**config.mk**
```make
export PLATFORM = sky130hd
export DESIGN_NAME = mbtrain_sb_arbiter
export DESIGN_NICKNAME = d
export VERILOG_FILES = /design/src/rtl/mbtrain_pkg.sv /design/src/rtl/sb_busy_edge_det.sv /design/src/rtl/mbtrain_sb_arbiter.sv
export SDC_FILE = /design/constraint.sdc
export NUM_CORES = 1
export LEC_CHECK = 0
export BUFFER_PORTS_ARGS = -buffer_cell sky130_fd_sc_hd__buf_2
export CAP_MARGIN = 20
export CORE_MARGIN = 5
export CORE_UTILIZATION = 46
export CTS_CLUSTER_DIAMETER = 200
export DETAILED_ROUTE_END_ITERATION = 8
export MAX_ROUTING_LAYER = met4
export PLACE_DENSITY_LB_ADDON = 0.1
export SLEW_MARGIN = 5
export SYNTH_ARGS = -nofsm -noshare
export SYNTH_HDL_FRONTEND = slang
export SYNTH_HIERARCHICAL = 1
export SYNTH_SLANG_ARGS = --single-unit
```
**constraint.sdc**
```tcl
create_clock -name clk -period 1.4 [get_ports clk]
set_clock_uncertainty 0.2 [all_clocks]
set_input_delay 0.28 -clock clk [delete_from_list [all_inputs] [get_ports clk]]
set_output_delay 0.28 -clock clk [all_outputs]
set_load 0.1 [all_outputs]
```
**src/rtl/mbtrain_pkg.sv**
```systemverilog
// Shared MBTRAIN sideband definitions: arbiter state encoding, message codes and grant indices.
package mbtrain_pkg;

   localparam int unsigned MSG_W  = 4;
   localparam int unsigned GNT_W  = 2;
   localparam int unsigned GNT_TX = 0;
   localparam int unsigned GNT_RX = 1;

   localparam logic [MSG_W-1:0] MSG_START_REQ  = MSG_W'(1);
   localparam logic [MSG_W-1:0] MSG_START_RESP = MSG_W'(2);
   localparam logic [MSG_W-1:0] MSG_END_REQ    = MSG_W'(3);
   localparam logic [MSG_W-1:0] MSG_END_RESP   = MSG_W'(4);

   typedef enum logic [2:0] {
      ST_IDLE,
      ST_LAUNCH,
      ST_WAIT_BUSY_RISE,
      ST_WAIT_BUSY_FALL,
      ST_RELEASE
   } sb_arb_state_e;

   // One-hot grant vector for the chosen owner.
   function automatic logic [GNT_W-1:0] grant_onehot(input logic rx_owner);
      grant_onehot = rx_owner ? GNT_W'(1 << GNT_RX) : GNT_W'(1 << GNT_TX);
   endfunction

endpackage

```
**src/rtl/sb_busy_edge_det.sv**
```systemverilog
// Registers the sideband-encoder busy flag and flags its rising and falling edges.
module sb_busy_edge_det (
   input  logic clk,
   input  logic rst_n,
   input  logic busy_i,
   output logic rise_c_o,
   output logic fall_c_o
);

   logic busy_q;

   always_ff @(posedge clk or negedge rst_n) begin
      if (!rst_n) begin
         busy_q <= 1'b0;
      end else begin
         busy_q <= busy_i;
      end
   end

   assign rise_c_o = busy_i & ~busy_q;
   assign fall_c_o = busy_q & ~busy_i;

endmodule

```
**src/rtl/mbtrain_sb_arbiter.sv**
```systemverilog
// Round-robin owner of the MBTRAIN sideband TX slot shared by the TX- and RX-side step FSMs.
// Optional busy-wait timeout enabled by defining MBTRAIN_SB_ARB_TIMEOUT_EN.
module mbtrain_sb_arbiter
   import mbtrain_pkg::*;
#(
   parameter int unsigned TIMEOUT_CYC = 255,
   parameter int unsigned CNT_W       = 8
) (
   input  logic             clk,
   input  logic             rst_n,
   input  logic             i_en,
   input  logic             i_valid_tx,
   input  logic [MSG_W-1:0] i_msg_tx,
   input  logic             i_valid_rx,
   input  logic [MSG_W-1:0] i_msg_rx,
   input  logic             i_sb_busy,
   output logic             o_sb_valid,
   output logic [MSG_W-1:0] o_sb_message,
   output logic [GNT_W-1:0] o_grant,
   output logic             o_busy_negedge_detected,
   output logic             o_timeout
);

   sb_arb_state_e    state_q, state_d;
   logic             sb_valid_q, sb_valid_d;
   logic [MSG_W-1:0] sb_msg_q, sb_msg_d;
   logic [GNT_W-1:0] grant_q, grant_d;
   logic             pulse_q, pulse_d;
   logic             last_rx_q, last_rx_d;
   logic             pick_rx_c;
   logic             busy_rise_c;
   logic             busy_fall_c;
   logic             wait_hit_c;

   sb_busy_edge_det u_busy_edge (
      .clk      (clk),
      .rst_n    (rst_n),
      .busy_i   (i_sb_busy),
      .rise_c_o (busy_rise_c),
      .fall_c_o (busy_fall_c)
   );

   // Next state and registered outputs; outputs are computed for the state being entered.
   always_comb begin
      state_d    = state_q;
      sb_valid_d = 1'b0;
      sb_msg_d   = sb_msg_q;
      grant_d    = grant_q;
      pulse_d    = 1'b0;
      last_rx_d  = last_rx_q;
      pick_rx_c  = i_valid_rx & (~i_valid_tx | ~last_rx_q);
      if (!i_en) begin
         state_d  = ST_IDLE;
         sb_msg_d = '0;
         grant_d  = '0;
      end else begin
         unique case (state_q)
            ST_IDLE: begin
               if ((i_valid_tx | i_valid_rx) & ~i_sb_busy) begin
                  state_d    = ST_LAUNCH;
                  sb_valid_d = 1'b1;
                  sb_msg_d   = pick_rx_c ? i_msg_rx : i_msg_tx;
                  grant_d    = grant_onehot(pick_rx_c);
               end
            end
            ST_LAUNCH:         state_d = ST_WAIT_BUSY_RISE;
            ST_WAIT_BUSY_RISE: if (busy_rise_c | i_sb_busy) state_d = ST_WAIT_BUSY_FALL;
            ST_WAIT_BUSY_FALL: if (busy_fall_c) state_d = ST_RELEASE;
            ST_RELEASE: begin
               state_d   = ST_IDLE;
               last_rx_d = grant_q[GNT_RX];
               grant_d   = '0;
               sb_msg_d  = '0;
            end
            default:           state_d = ST_IDLE;
         endcase
         if (wait_hit_c) state_d = ST_RELEASE;
         pulse_d = (state_d == ST_RELEASE);
      end
   end

   always_ff @(posedge clk or negedge rst_n) begin
      if (!rst_n) begin
         state_q    <= ST_IDLE;
         sb_valid_q <= 1'b0;
         sb_msg_q   <= '0;
         grant_q    <= '0;
         pulse_q    <= 1'b0;
         last_rx_q  <= 1'b1;
      end else begin
         state_q    <= state_d;
         sb_valid_q <= sb_valid_d;
         sb_msg_q   <= sb_msg_d;
         grant_q    <= grant_d;
         pulse_q    <= pulse_d;
         last_rx_q  <= last_rx_d;
      end
   end

`ifdef MBTRAIN_SB_ARB_TIMEOUT_EN
   localparam logic [CNT_W-1:0] CNT_LIM = CNT_W'(TIMEOUT_CYC);

   logic [CNT_W-1:0] cnt_q, cnt_d, cnt_inc_c;
   logic             waiting_c;
   logic             en_q;
   logic             timeout_q, timeout_d;

   // Saturating busy-wait counter; the timeout fires on the cycle the count reaches the limit.
   always_comb begin
      waiting_c  = (state_q == ST_WAIT_BUSY_RISE) | (state_q == ST_WAIT_BUSY_FALL);
      cnt_inc_c  = (cnt_q == '1) ? cnt_q : cnt_q + CNT_W'(1);
      wait_hit_c = i_en & waiting_c & (cnt_inc_c >= CNT_LIM);
      cnt_d      = cnt_q;
      if (state_q == ST_LAUNCH) begin
         cnt_d = '0;
      end else if (waiting_c) begin
         cnt_d = cnt_inc_c;
      end
      timeout_d = timeout_q;
      if (i_en & ~en_q) begin
         timeout_d = 1'b0;
      end else if (wait_hit_c) begin
         timeout_d = 1'b1;
      end
   end

   always_ff @(posedge clk or negedge rst_n) begin
      if (!rst_n) begin
         cnt_q     <= '0;
         en_q      <= 1'b0;
         timeout_q <= 1'b0;
      end else begin
         cnt_q     <= cnt_d;
         en_q      <= i_en;
         timeout_q <= timeout_d;
      end
   end

   assign o_timeout = timeout_q;
`else
   // Parameters only size the optional timeout counter.
   logic unused_cfg_c;
   assign unused_cfg_c = ^{TIMEOUT_CYC, CNT_W};
   assign wait_hit_c   = 1'b0;
   assign o_timeout    = 1'b0;
`endif

   assign o_sb_valid              = sb_valid_q;
   assign o_sb_message            = sb_msg_q;
   assign o_grant                 = grant_q;
   assign o_busy_negedge_detected = pulse_q;

endmodule

```
==> metrics.md, run 1 <==
| Metric | Value |
|---|---|
| Status | `finished, final reports clean` |
| H-tree Lvls | `1` |
| Fmax achieved | `around 0.73 GHz` |
| Setup TNS | `0 ns` |
| RSZ-0062 raised after global routing | `true` |
| GR peak layer | `met2` |
| PD cells | `1109 nW/um^2` |
| Vias in the first global route | `461` |
| Routed vias/inst | `between 5 and 6` |
| P&R area growth vs syn | `48.22%` |
| Detail Route Antenna Nets | `0` |
| Final cell count without fillers | `96` |
| CTS tree | `done` |
| Total grt overflow | `0` |
| Core area | `roughly 1300 sq um` |
| Number of port buffers | `21` |
| Setup-failing EPs final | `0` |
| Slowest Stage Delay on Critical Path | `0.44 ns` |
| First-pass GRT wire length | `between 2000 and 2500 um` |
| Worst min-delay path category | `input port to register` |
| Cts bufs inserted | `3` |
| Top post-synthesis cells by area | `dfrtp_1 (47%), a211oi_2 (7.9%), mux2i_1 (6.3%)` |
| Final Cycle Share | `0.9750` |
| Residual DRC count | `0` |
| Ys flop type | `dfrtp_1` |
| Cell Area, Synth | `633.1 sq um` |
| CTS max path bufs | `2` |
| Crit end category | `output port` |
| Post-synth top area share | `0.4743` |
| Post-synth top area cell | `dfrtp_1` |
| Detail Placement HPWL | `~1100 um` |
| Fin crit period | `1.365 ns` |
| Synthesized flop and latch total | `13` |
| Worst hold margin | `0.1568 ns` |
| # rows | `13` |
| GP Congestion | `roughly 0.78` |
| CP Cell Sequence | `buf_12` |
| Family with the most delay on the worst path | `flip-flops` |
| Final Hold Viols | `0` |
| Max-Cap Viols | `0` |
| Global Route met1 Usage | `0.1759` |
| Ant. Diodes | `0` |
| Dpl cells | `between 80 and 90` |
| Die Y | `47.10 um` |
| Commonest cells in the netlist | `dfrtp_1 (12), a21oi_1 (7), a211oi_2 (4), mux2i_1 (4), nor2_1 (4)` |
| Slew Viols, Final | `0` |
| Post-synth EDFFs | `0` |
| Worst EP required | `approximately 0.9 ns` |
| CTS Root Cell | `clkbuf_4` |
| Routed vias | `506` |
| Initial Util | `0.4865` |
| Buf/Inv on CP | `1` |
| Leak Pwr | `0.4251 nW` |
| Crit path kind | `register to output port` |
| Critical Path Slowest Stage Cell | `dfrtp_2` |
| Total wire length | `1354 um` |
| Total Routing Usage GR | `0.1387` |
| Largest net degree at the start of global routing | `14` |
| CTS sink cnt | `13` |
| Number of DRC markers in iteration 0 | `11` |
| M2 GR Usage | `0.2168` |
| Most common cell in the synthesized netlist | `dfrtp_1` |
| Met3 Use GR | `0.02299` |
| Worst-path clk slew | `0.07 ns` |
| Synthesized Nets | `67` |
| Crit-path max FO | `3` |
| Ys Warns | `6` |
| Io pins | `23` |
| Share of cells above drive strength 1 | `0.5556` |
| Die area | `roughly 2200 sq um` |
| Later-pin clock latency in the skew report | `0.27 ns` |
| 1st-pass router iterations | `6` |
| Avg Cell Area, Syn | `approximately 12 sq um` |
| Total power | `0.001041 W` |
| Initial antenna violation count | `0` |
| Syn Inst Count | `53` |
| Die Wd | `47.10 um` |
| Async S/R FF share, synth | `1.000` |
| Register area share after synthesis | `0.5158` |
| CP arrival | `slightly below 0.9 ns` |
| Startpoint types | `register` |
| Library cells used by synthesis | `22` |
| Nets | `96` |
| Peak VDD IR | `0.6554 mV` |
| DR WL/cell | `approximately 14 um` |
worst paths after layout:
check                                             from                                 to  slack [ns]  cells after the start
worst max-delay path            o_grant[1]$_DFFE_PN0P_                         o_grant[1]        0.04                      1
min in group asynchronous                        rst_n               state_q[2]$_DFF_PN0_        0.20                      2
worst min register to register  o_grant[1]$_DFFE_PN0P_              last_rx_q$_DFFE_PN1P_        0.38                      1
worst max register to register   last_rx_q$_DFFE_PN1P_        o_sb_message[2]$_DFFE_PN0P_        0.05                      3
max in group asynchronous                        rst_n              last_rx_q$_DFFE_PN1P_        0.53                      2
worst min-delay path                              i_en  o_busy_negedge_detected$_DFF_PN0_        0.16                      3
worst reg2reg max path: stages (launching register included):
cell and delay, ns:
dfstp_2 0.56, a21boi_4 0.09, mux2i_2 0.17, a211oi_2 0.24
through the flow:
stage / setup WS (ns) / area, sq um / util
after global routing: -0.0002471 / 938.4 / 0.7212
after CTS: 0.002355 / 919.6 / 0.7067
final: 0.03503 / 938.4 / 0.7212
after global placement: -0.006598 / 873.3 / 0.6712
after floorplan: 0.03675 / 640.6 / -
after detailed placement: -0.03385 / 873.3 / 0.6712
final cells by class:
cell class / instances / area (sq um)
clock buffers: 4 / 26.28
fillers: 106 / 362.8
multi-input cells: 37 / 284.0
flip-flops and latches: 13 / 334.1
well taps: 15 / 18.77
repair buffers: 27 / 275.3
cell usage in the layout, fill, tap and decap left out, drive strengths merged, types with 2 or more instances in the layout:
| cell | count |
|---|---|
| a21bo | 2 |
| a211oi | 4 |
| nand2 | 2 |
| nand3 | 3 |
| buf | 25 |
| nor3b | 2 |
| a21oi | 7 |
| mux2i | 4 |
| clkbuf | 4 |
| nor2 | 4 |
| dlygate4sd3 | 2 |
| dfrtp | 12 |
flip-flops by register name, indices dropped and copies added (netlist names):
signal / flops
u_busy_edge/busy_q: 1
o_sb_message: 4
state_q: 3
last_rx_q: 1
o_busy_negedge_detected: 1
o_sb_valid: 1
o_grant: 2
where the power goes:
part | switching [W] | internal (W)
clock network | 0.000117 | 0.000111
registers | 0.0000248 | 0.000404
logic | 0.000237 | 0.000148
total | 0.000378 | 0.000663
layer usage:
metal,wire [um],up-vias,part of all wire
li1,-,244,-
met2,649,26,0.48
met1,564,232,0.42
met3,115,4,0.085
met5,0,-,0
met4,23,0,0.017
kinds of logic after synthesis:
group                  Yosys count  share of synthesized area
AO/OA/AOI/OAI                   16                     0.2253
AND/OR/NAND/NOR                 15                     0.1304
flip-flops                      13                     0.5158
multiplexers                     5                    0.08103
buffers and inverters            3                    0.04149
other                            1                   0.005923
timing repair:
| item | 4_1_cts | 5_1_grt |
|---|---|---|
| setup endpoints to repair | 0 | 3 |
| setup buffers | 0 | 2 |
| hold buffers | 2 | 0 |
| endpoints found under the hold margin | 14 | 0 |
| gates resized for setup | 0 | 1 |
(Power assumes the default switching activity.)
==> run 2, diff against run 1 <==
--- a/config.mk
+++ b/config.mk
@@ -7,10 +7,11 @@
 export LEC_CHECK = 0
 export BUFFER_PORTS_ARGS = -buffer_cell sky130_fd_sc_hd__buf_2
 export CAP_MARGIN = 20
-export CORE_MARGIN = 5
-export CORE_UTILIZATION = 46
+export CORE_AREA = 2 2 39 41
 export CTS_CLUSTER_DIAMETER = 200
+export CTS_CLUSTER_SIZE = 30
 export DETAILED_ROUTE_END_ITERATION = 8
+export DIE_AREA = 0 0 41 43
 export MAX_ROUTING_LAYER = met4
 export PLACE_DENSITY_LB_ADDON = 0.1
 export SLEW_MARGIN = 5
==> constraint.sdc (replaced) <==
create_clock -name clk -period 1.7 [get_ports clk]
set_clock_uncertainty 0.2 [all_clocks]
set_input_delay 0.34 -clock clk [delete_from_list [all_inputs] [get_ports clk]]
set_output_delay 0.34 -clock clk [all_outputs]
set_load 0.1 [all_outputs]
==> run 2 against run 1 <==
Sequential share of layout area grew 6.0 points. Clock power decreased by 15%. Worst hold slack gained 0.054 ns. Cell area down 16%. Non-clock buffer count down 3. Worst setup slack better by 0.043 ns. Combinational power fell by 35%. Clock-buffer cell count is the same. Sequential power down 20%. Core utilization fell by 15 points. Register-to-register slack improved by 0.20 ns. Global-route usage is 4.1 points higher.
==> metrics.md, run 2 (synthesis gave the netlist of run 1 again) <==
| Metric | Value |
|---|---|
| Nets | `93` |
| Status | `finished, final reports clean` |
| Worst min-delay path category | `input port to register` |
| Hold depth | `3` |
| Crit end category | `output port` |
| Peak VDD IR | `0.6379 mV` |
| CP Cell Sequence | `buf_2` |
| Total wire length | `1193 um` |
| P&R area growth vs syn | `24.11%` |
| Fmax achieved | `0.6167 GHz` |
| Final Hold Viols | `0` |
| Setup Fix Bufs, Post-CTS | `0` |
| Max FFs per register | `4` |
| Commonest non-fill, non-tap cell in the layout | `buf_2` |
| Total grt overflow | `0` |
| Io pins | `23` |
| Worst path depth | `1` |
| Share of cells above drive strength 1 | `0.4487` |
| DR WL/cell | `12.69 um` |
| Vias in the first global route | `a little under 500` |
| Max-Cap Viols | `0` |
| Worst-path clk slew | `~0.080 ns` |
| Setup TNS | `0 ns` |
| Setup-failing EPs final | `0` |
| CTS max path bufs | `2` |
| Detail Route Antenna Nets | `0` |
| Ant. Diodes | `0` |
| Number of port buffers | `21` |
| Leak Pwr | `0.3939 nW` |
| Slowest Stage Delay on Critical Path | `0.43 ns` |
| Core area | `around 1400 sq um` |
| 1st-pass router iterations | `4` |
| RSZ-0062 raised after global routing | `false` |
| Crit path kind | `register to output port` |
| # rows | `14` |
| GP Congestion | `0.7117` |
| Die area | `1763 sq um` |
| Routed vias | `477` |
| H-tree Lvls | `1` |
| Slew Viols, Final | `0` |
| Worst EP required | `approximately 1.2 ns` |
| CTS tree | `done` |
| Startpoint types | `register` |
| Number of DRC markers in iteration 0 | `5` |
| PD cells | `1001 nW/um^2` |
| Critical Path Slowest Stage Cell | `buf_2` |
| Buf/Inv on CP | `1` |
| Total Routing Usage GR | `0.1794` |
| CTS Root Cell | `clkbuf_4` |
| Initial antenna violation count | `0` |
| First-pass GRT wire length | `2049 um` |
| Family with the most delay on the worst path | `buffers and inverters` |
| Detail Placement HPWL | `902.1 um` |
| CTS sink cnt | `13` |
| Hold-fix buffers at CTS | `2` |
| Final Cycle Share | `0.9539` |
| Post-CTS Resized | `0` |
| Initial Util | `0.4575` |
| Finished Core Util | `0.5678` |
| Commonest cells after routing, fill and taps aside | `buf_2 (21), dfrtp_1 (12), a21oi_1 (7)` |
| Crit-path max FO | `3` |
| Cts bufs inserted | `3` |
| Worst reg-to-reg path cell count | `4` |
| Die Wd | `41 um` |
| Routed vias/inst | `5.074` |
| Residual DRC count | `0` |
| Later-pin clock latency in the skew report | `0.28 ns` |
| Die Y | `43 um` |
| Largest net degree at the start of global routing | `14` |
| CP arrival | `1.08 ns` |
| Fin crit period | `approximately 1.6 ns` |
-- run 2: metrics by stage --
stage	area (sq um)	total power, W	setup slack, ns	hold slack, ns	std cells
after floorplan	633.1	0.0005491	0.1155	-0.1556	53
after global placement	739.5	0.0005974	0.2486	0.04103	88
after detailed placement	739.5	0.0005970	0.2277	0.04132	88
after CTS	785.8	0.0007965	0.06521	0.2097	94
after global routing	785.8	0.0008290	0.03861	0.2379	94
final	785.8	0.0007868	0.07841	0.2103	94
-- run 2: power breakdown --
part | total, W | internal [W] | switching (W) | leakage, nW
combinational | 0.000252 | 0.0000633 | 0.000188 | 0.209
clock | 0.000193 | 0.0000911 | 0.000101 | 0.0150
sequential | 0.000343 | 0.000330 | 0.0000124 | 0.170
-- run 2: area by class of cell --
type	instances	area [sq um]
Clock buffer	4	26.28
Multi-Input combinational cell	37	280.3
Sequential cell	13	326.6
Timing Repair Buffer	24	132.6
Fill cell	120	598.1
Tap cell	16	20.02
-- run 2: final timing paths --
| check | endpoint | slack, ns | start |
|---|---|---|---|
| min | o_busy_negedge_detected$_DFF_PN0_ | 0.21 | i_en |
| max | o_grant[1] | 0.08 | o_grant[1]$_DFFE_PN0P_ |
| max in group asynchronous | last_rx_q$_DFFE_PN1P_ | 0.73 | rst_n |
| max reg2reg | last_rx_q$_DFFE_PN1P_ | 0.25 | state_q[0]$_DFF_PN0_ |
| min reg2reg | last_rx_q$_DFFE_PN1P_ | 0.35 | o_grant[1]$_DFFE_PN0P_ |
| min in group asynchronous | o_sb_message[2]$_DFFE_PN0P_ | 0.29 | rst_n |
-- run 2: layer usage --
metal | GRT usage | up-vias | wire, um
met5 | - | - | 0
met4 | 0.08000 | 0 | 25
met3 | 0.04712 | 3 | 86
met2 | 0.2688 | 20 | 557
met1 | 0.2181 | 214 | 524
li1 | - | 240 | -
